### src/rtl/game_pkg.sv
// Shared types and helpers for the parametrised Connect-4 move controller.
package game_pkg;

  typedef enum logic [2:0] {
    ST_IDLE    = 3'd0,
    ST_CHECK   = 3'd1,
    ST_DRAW    = 3'd2,
    ST_NEXT    = 3'd3,
    ST_RELEASE = 3'd4,
    ST_OVER    = 3'd5
  } state_t;

  localparam int EMPTY_CODE = 0;

  // Bits needed to hold values 0..v-1.
  function automatic int clog2w(input int v);
    int r;
    r = 0;
    for (int i = 0; i < 31; i++) begin
      if ((1 << i) < v) r = i + 1;
    end
    return r;
  endfunction

  // Player codes run 1..players and wrap back to 1.
  function automatic int next_player(input int p, input int players);
    return (p >= players) ? 1 : p + 1;
  endfunction

endpackage

### src/rtl/onehot_to_index.sv
// Combinational one-hot decoder: index of the lowest set bit plus an exactly-one flag.
module onehot_to_index
  import game_pkg::*;
#(
  parameter int N = 7,
  localparam int IW = clog2w(N)
) (
  input  logic [N-1:0]  vec,
  output logic [IW-1:0] index,
  output logic          exactly_one
);

  always_comb begin
    index = '0;
    for (int i = N - 1; i >= 0; i--) begin
      if (vec[i]) index = IW'(i);
    end
  end

  assign exactly_one = (vec != '0) && ((vec & (vec - N'(1))) == '0);

endmodule

### src/rtl/game_ctrl_param.sv
// Connect-4 move controller for any board size and player count: validates a
// column press, issues one drawer write, rotates players and detects a full board.
module game_ctrl_param
  import game_pkg::*;
#(
  parameter int COLS    = 7,
  parameter int ROWS    = 6,
  parameter int PLAYERS = 2,
  localparam int CW = clog2w(COLS),
  localparam int RW = clog2w(ROWS),
  localparam int PW = clog2w(PLAYERS + 1),
  localparam int MW = clog2w(ROWS * COLS + 1)
) (
  input  logic            clk,
  input  logic            reset,
  input  logic [COLS-1:0] column_in,
  input  logic            go,
  input  logic            new_game,
  input  logic            draw_done,
  output logic            wr_valid,
  output logic [CW-1:0]   wr_col,
  output logic [RW-1:0]   wr_row,
  output logic [PW-1:0]   wr_player,
  output logic [PW-1:0]   player_out,
  output logic [COLS-1:0] col_full,
  output logic            reject,
  output logic            game_over,
  output logic [MW-1:0]   move_count,
  output state_t          state_dbg
);

  localparam int HW = RW + 1;

  state_t          state_q, state_d;
  logic [COLS-1:0] col_q;
  logic [HW-1:0]   height_q [COLS];
  logic [CW-1:0]   sel_idx;
  logic            sel_one;
  logic            legal;
  logic            clear;
  logic            board_full_next;

  onehot_to_index #(.N(COLS)) u_sel (
    .vec         (col_q),
    .index       (sel_idx),
    .exactly_one (sel_one)
  );

  assign legal           = sel_one && (height_q[sel_idx] < HW'(ROWS));
  assign board_full_next = (move_count + MW'(1)) == MW'(ROWS * COLS);

  // new_game is not honoured while a drawer write is in flight (DRAW/NEXT).
  assign clear = new_game && (state_q == ST_IDLE || state_q == ST_CHECK ||
                              state_q == ST_RELEASE || state_q == ST_OVER);

  always_ff @(posedge clk) begin
    if (reset) state_q <= ST_IDLE;
    else       state_q <= state_d;
  end

  always_comb begin
    state_d = state_q;
    case (state_q)
      ST_IDLE:    if (clear) state_d = ST_RELEASE;
                  else if (go) state_d = ST_CHECK;
      ST_CHECK:   if (clear) state_d = ST_RELEASE;
                  else if (legal) state_d = ST_DRAW;
                  else state_d = ST_RELEASE;
      ST_DRAW:    if (draw_done) state_d = ST_NEXT;
      ST_NEXT:    state_d = board_full_next ? ST_OVER : ST_RELEASE;
      ST_RELEASE: if (clear) state_d = ST_RELEASE;
                  else if (!go) state_d = ST_IDLE;
      ST_OVER:    if (clear) state_d = ST_RELEASE;
      default:    state_d = ST_IDLE;
    endcase
  end

  // Drawer handshake: wr_valid is held with stable wr_* until draw_done is
  // seen high on a clock edge; that edge completes the write and drops wr_valid.
  always_comb begin
    wr_valid  = (state_q == ST_DRAW);
    reject    = (state_q == ST_CHECK) && !legal && !new_game;
    game_over = (state_q == ST_OVER);
    state_dbg = state_q;
  end

  always_ff @(posedge clk) begin
    if (reset || clear) begin
      col_q      <= '0;
      wr_col     <= '0;
      wr_row     <= '0;
      wr_player  <= PW'(EMPTY_CODE);
      player_out <= PW'(1);
      move_count <= '0;
      col_full   <= '0;
      for (int i = 0; i < COLS; i++) height_q[i] <= '0;
    end else begin
      case (state_q)
        ST_IDLE: begin
          if (go) col_q <= column_in;
        end
        ST_CHECK: begin
          if (legal) begin
            wr_col    <= sel_idx;
            wr_row    <= RW'(height_q[sel_idx]);
            wr_player <= player_out;
          end
        end
        ST_NEXT: begin
          height_q[wr_col] <= height_q[wr_col] + HW'(1);
          col_full[wr_col] <= (height_q[wr_col] + HW'(1)) == HW'(ROWS);
          move_count       <= move_count + MW'(1);
          player_out       <= PW'(next_player(int'(player_out), PLAYERS));
        end
        default: ;
      endcase
    end
  end

endmodule

### config.mk
export PLATFORM = sky130hd
export DESIGN_NAME = game_ctrl_param
export DESIGN_NICKNAME = d
export VERILOG_FILES = /design/src/rtl/game_pkg.sv /design/src/rtl/onehot_to_index.sv /design/src/rtl/game_ctrl_param.sv
export SDC_FILE = /design/constraint.sdc
export NUM_CORES = 1
export LEC_CHECK = 0
export CAP_MARGIN = 20
export CORE_ASPECT_RATIO = 1.25
export CORE_MARGIN = 2
export CORE_UTILIZATION = 45
export DETAILED_ROUTE_END_ITERATION = 6
export PLACE_DENSITY = 0.76
export SYNTH_ARGS = -nofsm -noshare
export SYNTH_HDL_FRONTEND = slang
export SYNTH_SLANG_ARGS = --single-unit
### constraint.sdc
create_clock -name clk -period 3 [get_ports clk]
set_input_delay 0.3 -clock clk [delete_from_list [all_inputs] [get_ports clk]]
set_output_delay 0.3 -clock clk [all_outputs]
set_load 0.02 [all_outputs]
Word level (Yosys, flattened, before mapping). Memories as Yosys holds them, arrays and structs flattened. A register that Yosys moved wholly into a read port is not among the register bits. Cells that the tools add are included.

Register bits after elaboration: 33. Bits in writable memories: 28. Bits of input ports: 12. Output and inout bits: 29. Logic and storage cells: 79. Memories kept: 1.

Memory list: height_q (words 7, width 4, read ports 2, clocked after Yosys merged registers in 1, write ports 7, line game_ctrl_param.sv:36) `logic [HW-1:0] height_q [COLS];`.

Add/subtract/negate cells: 4. $lt $le $gt $ge: 4. Equality and inequality tests: 11. Mux-type cells: 31. Bitwise logic cells: 1. Reduce and logical (&&, ||, !) cells: 19.

Operator list (count): 3-bit 2-to-1 mux (18); 3-bit case mux with 6 select lines (1); 1-bit 2-to-1 mux (8); 7-bit AND (1); 7-bit bitwise mux (1); 7-bit logical NOT (1); 7-bit nonzero test (1); 7-bit by 1-bit subtractor with 7-bit output, second input constant (1); 6-bit by 1-bit adder with 6-bit output, second input constant (1); 3-bit by 2-bit equality test with 1-bit output, second input constant (2); 3-bit equality test, second input constant (2); 6-bit equality test, second input constant (1); 1-bit logical AND (6); 3-bit != test, second input constant (2); 4-bit by 1-bit adder with 4-bit output, second input constant (1); 4-bit by 3-bit equality test with 1-bit output, second input constant (1); 1-bit logical OR (4); 3-bit by 4-bit less-than comparator with 1-bit output, second input constant (1); 4-bit by 3-bit less-than comparator with 1-bit output, second input constant (1); 4-bit 2-to-1 mux (1); 2-bit AND reduction (2); 4-bit AND reduction (1); 4-bit OR reduction (1); 1-bit demux with 3-bit select (1); other kinds (9) (10).

Longest topological paths before layout. An unclocked memory read counts as a cell.

Depth in word-level cells: 13. Gate-level depth with buffers: 9. Depth with buffers taken out: 8.

Modules after synthesis. A second synthesis with hierarchy kept.

Cells, all modules: 338. Area, all modules: 3399.5 um2.

By module, submodules not included: game_ctrl_param (instances 1, cells an instance 320, area each 3276.9 um2, sequential area each 1641.6 um2); onehot_to_index (instances 1, cells an instance 18, area each 122.6 um2, sequential area each 0.0 um2).

Worst setup path before layout. Ideal clock, no wire load.

Path kind: register to output. Start point: register col_q[6]. End point: output port reject. Data arrival time: 2.297 ns. Data required time: 2.700 ns. Path slack: 0.403 ns. Stages on the path, launching flop included: 9. Buffers on the path: 1. Path through: dfxtp_1 -> or3b_4 -> a211oi_2 -> buf_2 -> a31oi_1 -> a22oi_1 -> o211ai_2 -> and3_1 -> nor4_2.

Longest elaborated chain between the ends: 13. Elaborated cells between the ends (all ways): 18. Classes of those cells: add/sub: 1; order compare: 1; mux: 7; bitwise: 1; reduce/logical: 7; memory: 1.

RTL lines: start, declared (line game_ctrl_param.sv:35) `logic [COLS-1:0] col_q;`; start signal, assigned (line game_ctrl_param.sv:100) `if (go) col_q <= column_in;`; 3-bit 2-to-1 mux (7 in a row) (line onehot_to_index.sv:16) `if (vec[i]) index = IW'(i);`; memory 7 x 4 bit; 4-bit by 3-bit less-than comparator with 1-bit output (line game_ctrl_param.sv:49) `assign legal = sel_one && (height_q[sel_idx] < HW'(ROWS));`; 1-bit logical AND (*) (line game_ctrl_param.sv:49); 1-bit logical NOT (*) (line game_ctrl_param.sv:82) `reject = (state_q == ST_CHECK) && !legal && !new_game;`; 1-bit logical AND (*) (2 in a row) (line game_ctrl_param.sv:82); end, declared (line game_ctrl_param.sv:26) `output logic reject,`.

Every way passes the cells marked *; elsewhere a longest branch is shown, timed or not.

Final worst setup path.
Start point: register col_q[1]. End point: output port reject.

Longest elaborated chain between the ends: 8. Elaborated cells between the ends (all ways): 13. Classes of those cells: add/sub: 1; order compare: 1; mux: 2; bitwise: 1; reduce/logical: 7; memory: 1.

RTL lines (line): 3-bit 2-to-1 mux / 7-bit by 1-bit subtractor with 7-bit output (equally long branches) (onehot_to_index.sv:16, onehot_to_index.sv:20); 3-bit 2-to-1 mux / 7-bit AND (equally long branches) (onehot_to_index.sv:16, onehot_to_index.sv:20); memory 7 x 4 bit / 7-bit logical NOT (equally long branches); 4-bit by 3-bit less-than comparator with 1-bit output / 1-bit logical AND (equally long branches) (game_ctrl_param.sv:49, onehot_to_index.sv:20); 1-bit logical AND (*) (game_ctrl_param.sv:49); 1-bit logical NOT (*) (game_ctrl_param.sv:82); 1-bit logical AND (*) (2 in a row) (game_ctrl_param.sv:82).

Marks and branches as above.

==> impl_metrics.ini <==
[outcome]
status = completed

[placed_design]
dp_hpwl_mm = 6.42
place_inst = 505
io_buffers = 40
gp_congestion = 0.918

[worst_setup_path]
crit_chain = or4_1 > nor2_1 > a31oi_1 > a22oi_1 > o211ai_2 > and3_4 > nor4_2 > clkbuf_2
worst_ep_arrival_time_ps = 2520
cp.required_ps = 2700
cp_max_fo = 7
cpPeakStageDelay_ps = 610
cp-start-kind = flop
reg2reg_slack_ps = 500
critPathBufInv = 1
critical_path_class = reg -> out
setup.worst_path.end_class = output pin
slowest_stage = or4_1
critPathTopFamily = simple AND/OR/NAND/NOR gates

[timing]
slew_headroom_pct = 68.9
tns_ps = 0
hold_viol = 0
period_share_pct = 93.9
fmax_mhz = 355
drv_slew = 0
finalSetupViolCount = 0
fin_crit_ps = 2820
tightestPinTransition_ps = 467
clock_skew_ps = 7.00
rsz0062_at_grt = no

[synth]
netlist_area_um2 = 3510
syn_inst = 368
synth_seq_cells = 68
netlist_top_cells_area = edfxtp_1, dfxtp_1, nor2_1, mux2i_1, mux4_2
synth-edff-count = 28
async_flop_share_pct = 0
ys.flop_type = dfxtp_1
synth_largest_area_cell = edfxtp_1
seq_area_frac_synth_pct = 46.8
yosysWarnings = 0
netlist-cell-type-count = 55
netlist.area_leader.share_pct = 24.0
synth_nets = 384
avgSynthCellArea_um2 = 9.54

[clocking]
htree_levels = 3
cts_tree = yes
cts_hold_buf = 0
clock_insertion_delay_worst_skew_ps = 350
cts.sinks = 68
numCtsBuffers = 9
root_buffer = clkbuf_8
clk_pin_slew_ps = 70
clockBufferDepth = 2

[final_layout]
insertedDiodeCount = 0
layout_commonest_cell = nor2_1
nets = 438
area_growth_pct = 23.7
drive_gt1_share_pct = 15.2
finalNonFillerCells = 522
layout_common_cells = nor2_1, nand2_1, dfxtp_1, clkdlybuf4s50_1, edfxtp_1

[global_route]
grt_max_degree = 32
antenna_found_initial = 0
grt_pass1_vias = 2904
grt_use_total_pct = 21.1
grt_overflow = 0
grt_pass1_wl_mm = 14.2

[detailed_routing]
dr.pass1.iters = 5
postRouteWirelength_mm = 8.70
drtIter0Drc = 232
wl_per_cell_um = 16.7
drc = 0
final_antenna_net_count = 0
vias = 2964
vias_per_cell = 5.68

[floorplan]
coreArea_um2 = 7700
dieArea_um2 = 8530
io_pins = 41
die_y_um = 103
num_rows = 36
die_w_um = 83.0
start_util_pct = 45.6

[power]
peakVddDrop_mv = 0.381
p_leak_nw = 1.60
p_per_area_nw_per_um2 = 491
post-layout-total-power_mw = 2.13

[flow_run]
drv_cap = 0

[hold_path]
hp-class = reg -> reg
==> layout make-up <==
type	count	area [um2]
Fill cell	642	3360
Multi-Input combinational cell	274	1770
Sequential cell	68	1640
Timing Repair Buffer	63	568
Clock buffer	10	138
Tap cell	95	119
Clock inverter	6	86.3
Inverter	6	22.5
==> tightest hold or removal path, cell delays in order (launching register included) <==
cell and delay, ps:
dfxtp_1 310, nand3_1 60, o21ai_1 50
==> Yosys cell counts (all sizes together), types with 2 or more instances <==
cell and n:
a21oi 12, a31oi 5, a211oi 4, dfxtp 40, xor2 5, nor2b 4
nor2 70, a22oi 3, clkbuf 12, nor3 5, nand2b 5, o2111ai 2
inv 6, or3 2, edfxtp 28, and3 3, buf 8, xnor2 4
nand3 22, nor4b 2, mux4 9, mux2i 23, o21ai 7, nor3b 4
nand4 10, nor4 3, nand2 50, ha 4
==> final timing paths <==
path                    endpoint        start  cells past startpoint
setup / recovery          reject     col_q[1]                      8
hold reg to reg      col_full[3]  col_full[3]                      2
hold / removal       col_full[3]  col_full[3]                      2
setup reg to reg  height_q[6][3]         flop                      9
==> where the power goes <==
group | internal [mW] | switching [mW]
combinational | 0.123 | 0.145
sequential | 0.981 | 0.0297
clock | 0.490 | 0.362
total | 1.59 | 0.536
==> metal layers <==
| layer | GRT usage, % | share of wire [%] | vias up |
|---|---|---|---|
| met3 | 4.16 | 6.1 | 23 |
| met4 | 10.7 | 3.1 | 0 |
| met5 | 0 | 0 | - |
| met1 | 24.4 | 40 | 1381 |
| li1 | - | - | 1427 |
| met2 | 37.7 | 51 | 133 |
==> state kept, by name, indices dropped and copies added (netlist names), named ones only <==
name / flops
height_q: 32
col_q: 7
player_out: 2
wr_col: 3
wr_player: 2
wr_row: 3
move_count: 6
col_full: 7
state_dbg: 3
==> through the flow <==
stage          hold slack (ps)  area (um2)  setup slack [ps]  util [%]
5_1_grt                    490        4340              72.4      56.4
4_1_cts                    464        4330              8.44      56.3
6_report                   460        4340               183      56.4
2_1_floorplan              372        3510               403         -
3_5_place_dp               456        4110               120      53.3
3_3_place_gp               448        4110               154      53.3
==> timing repair <==
action	4_1_cts	5_1_grt
resized for setup	2	4
setup buffers	0	1
pin swaps	0	1
setup endpoints to repair	1	1
==> cell families (layout without fill, tap and decap cells) <==
logic type | count (synthesis) | in the layout | share of synthesized area, %
AO/OA/AOI/OAI | 43 | 43 | 8.66
XOR/XNOR | 9 | 9 | 2.25
adder cells (fa/ha/maj) | 5 | 5 | 1.71
buffers and inverters | 26 | 85 | 3.24
flip-flops | 68 | 68 | 46.8
multiplexers | 33 | 33 | 12.7
AND/OR/NAND/NOR | 184 | 184 | 24.7
No activity file was read; power rests on OpenSTA's default activity.
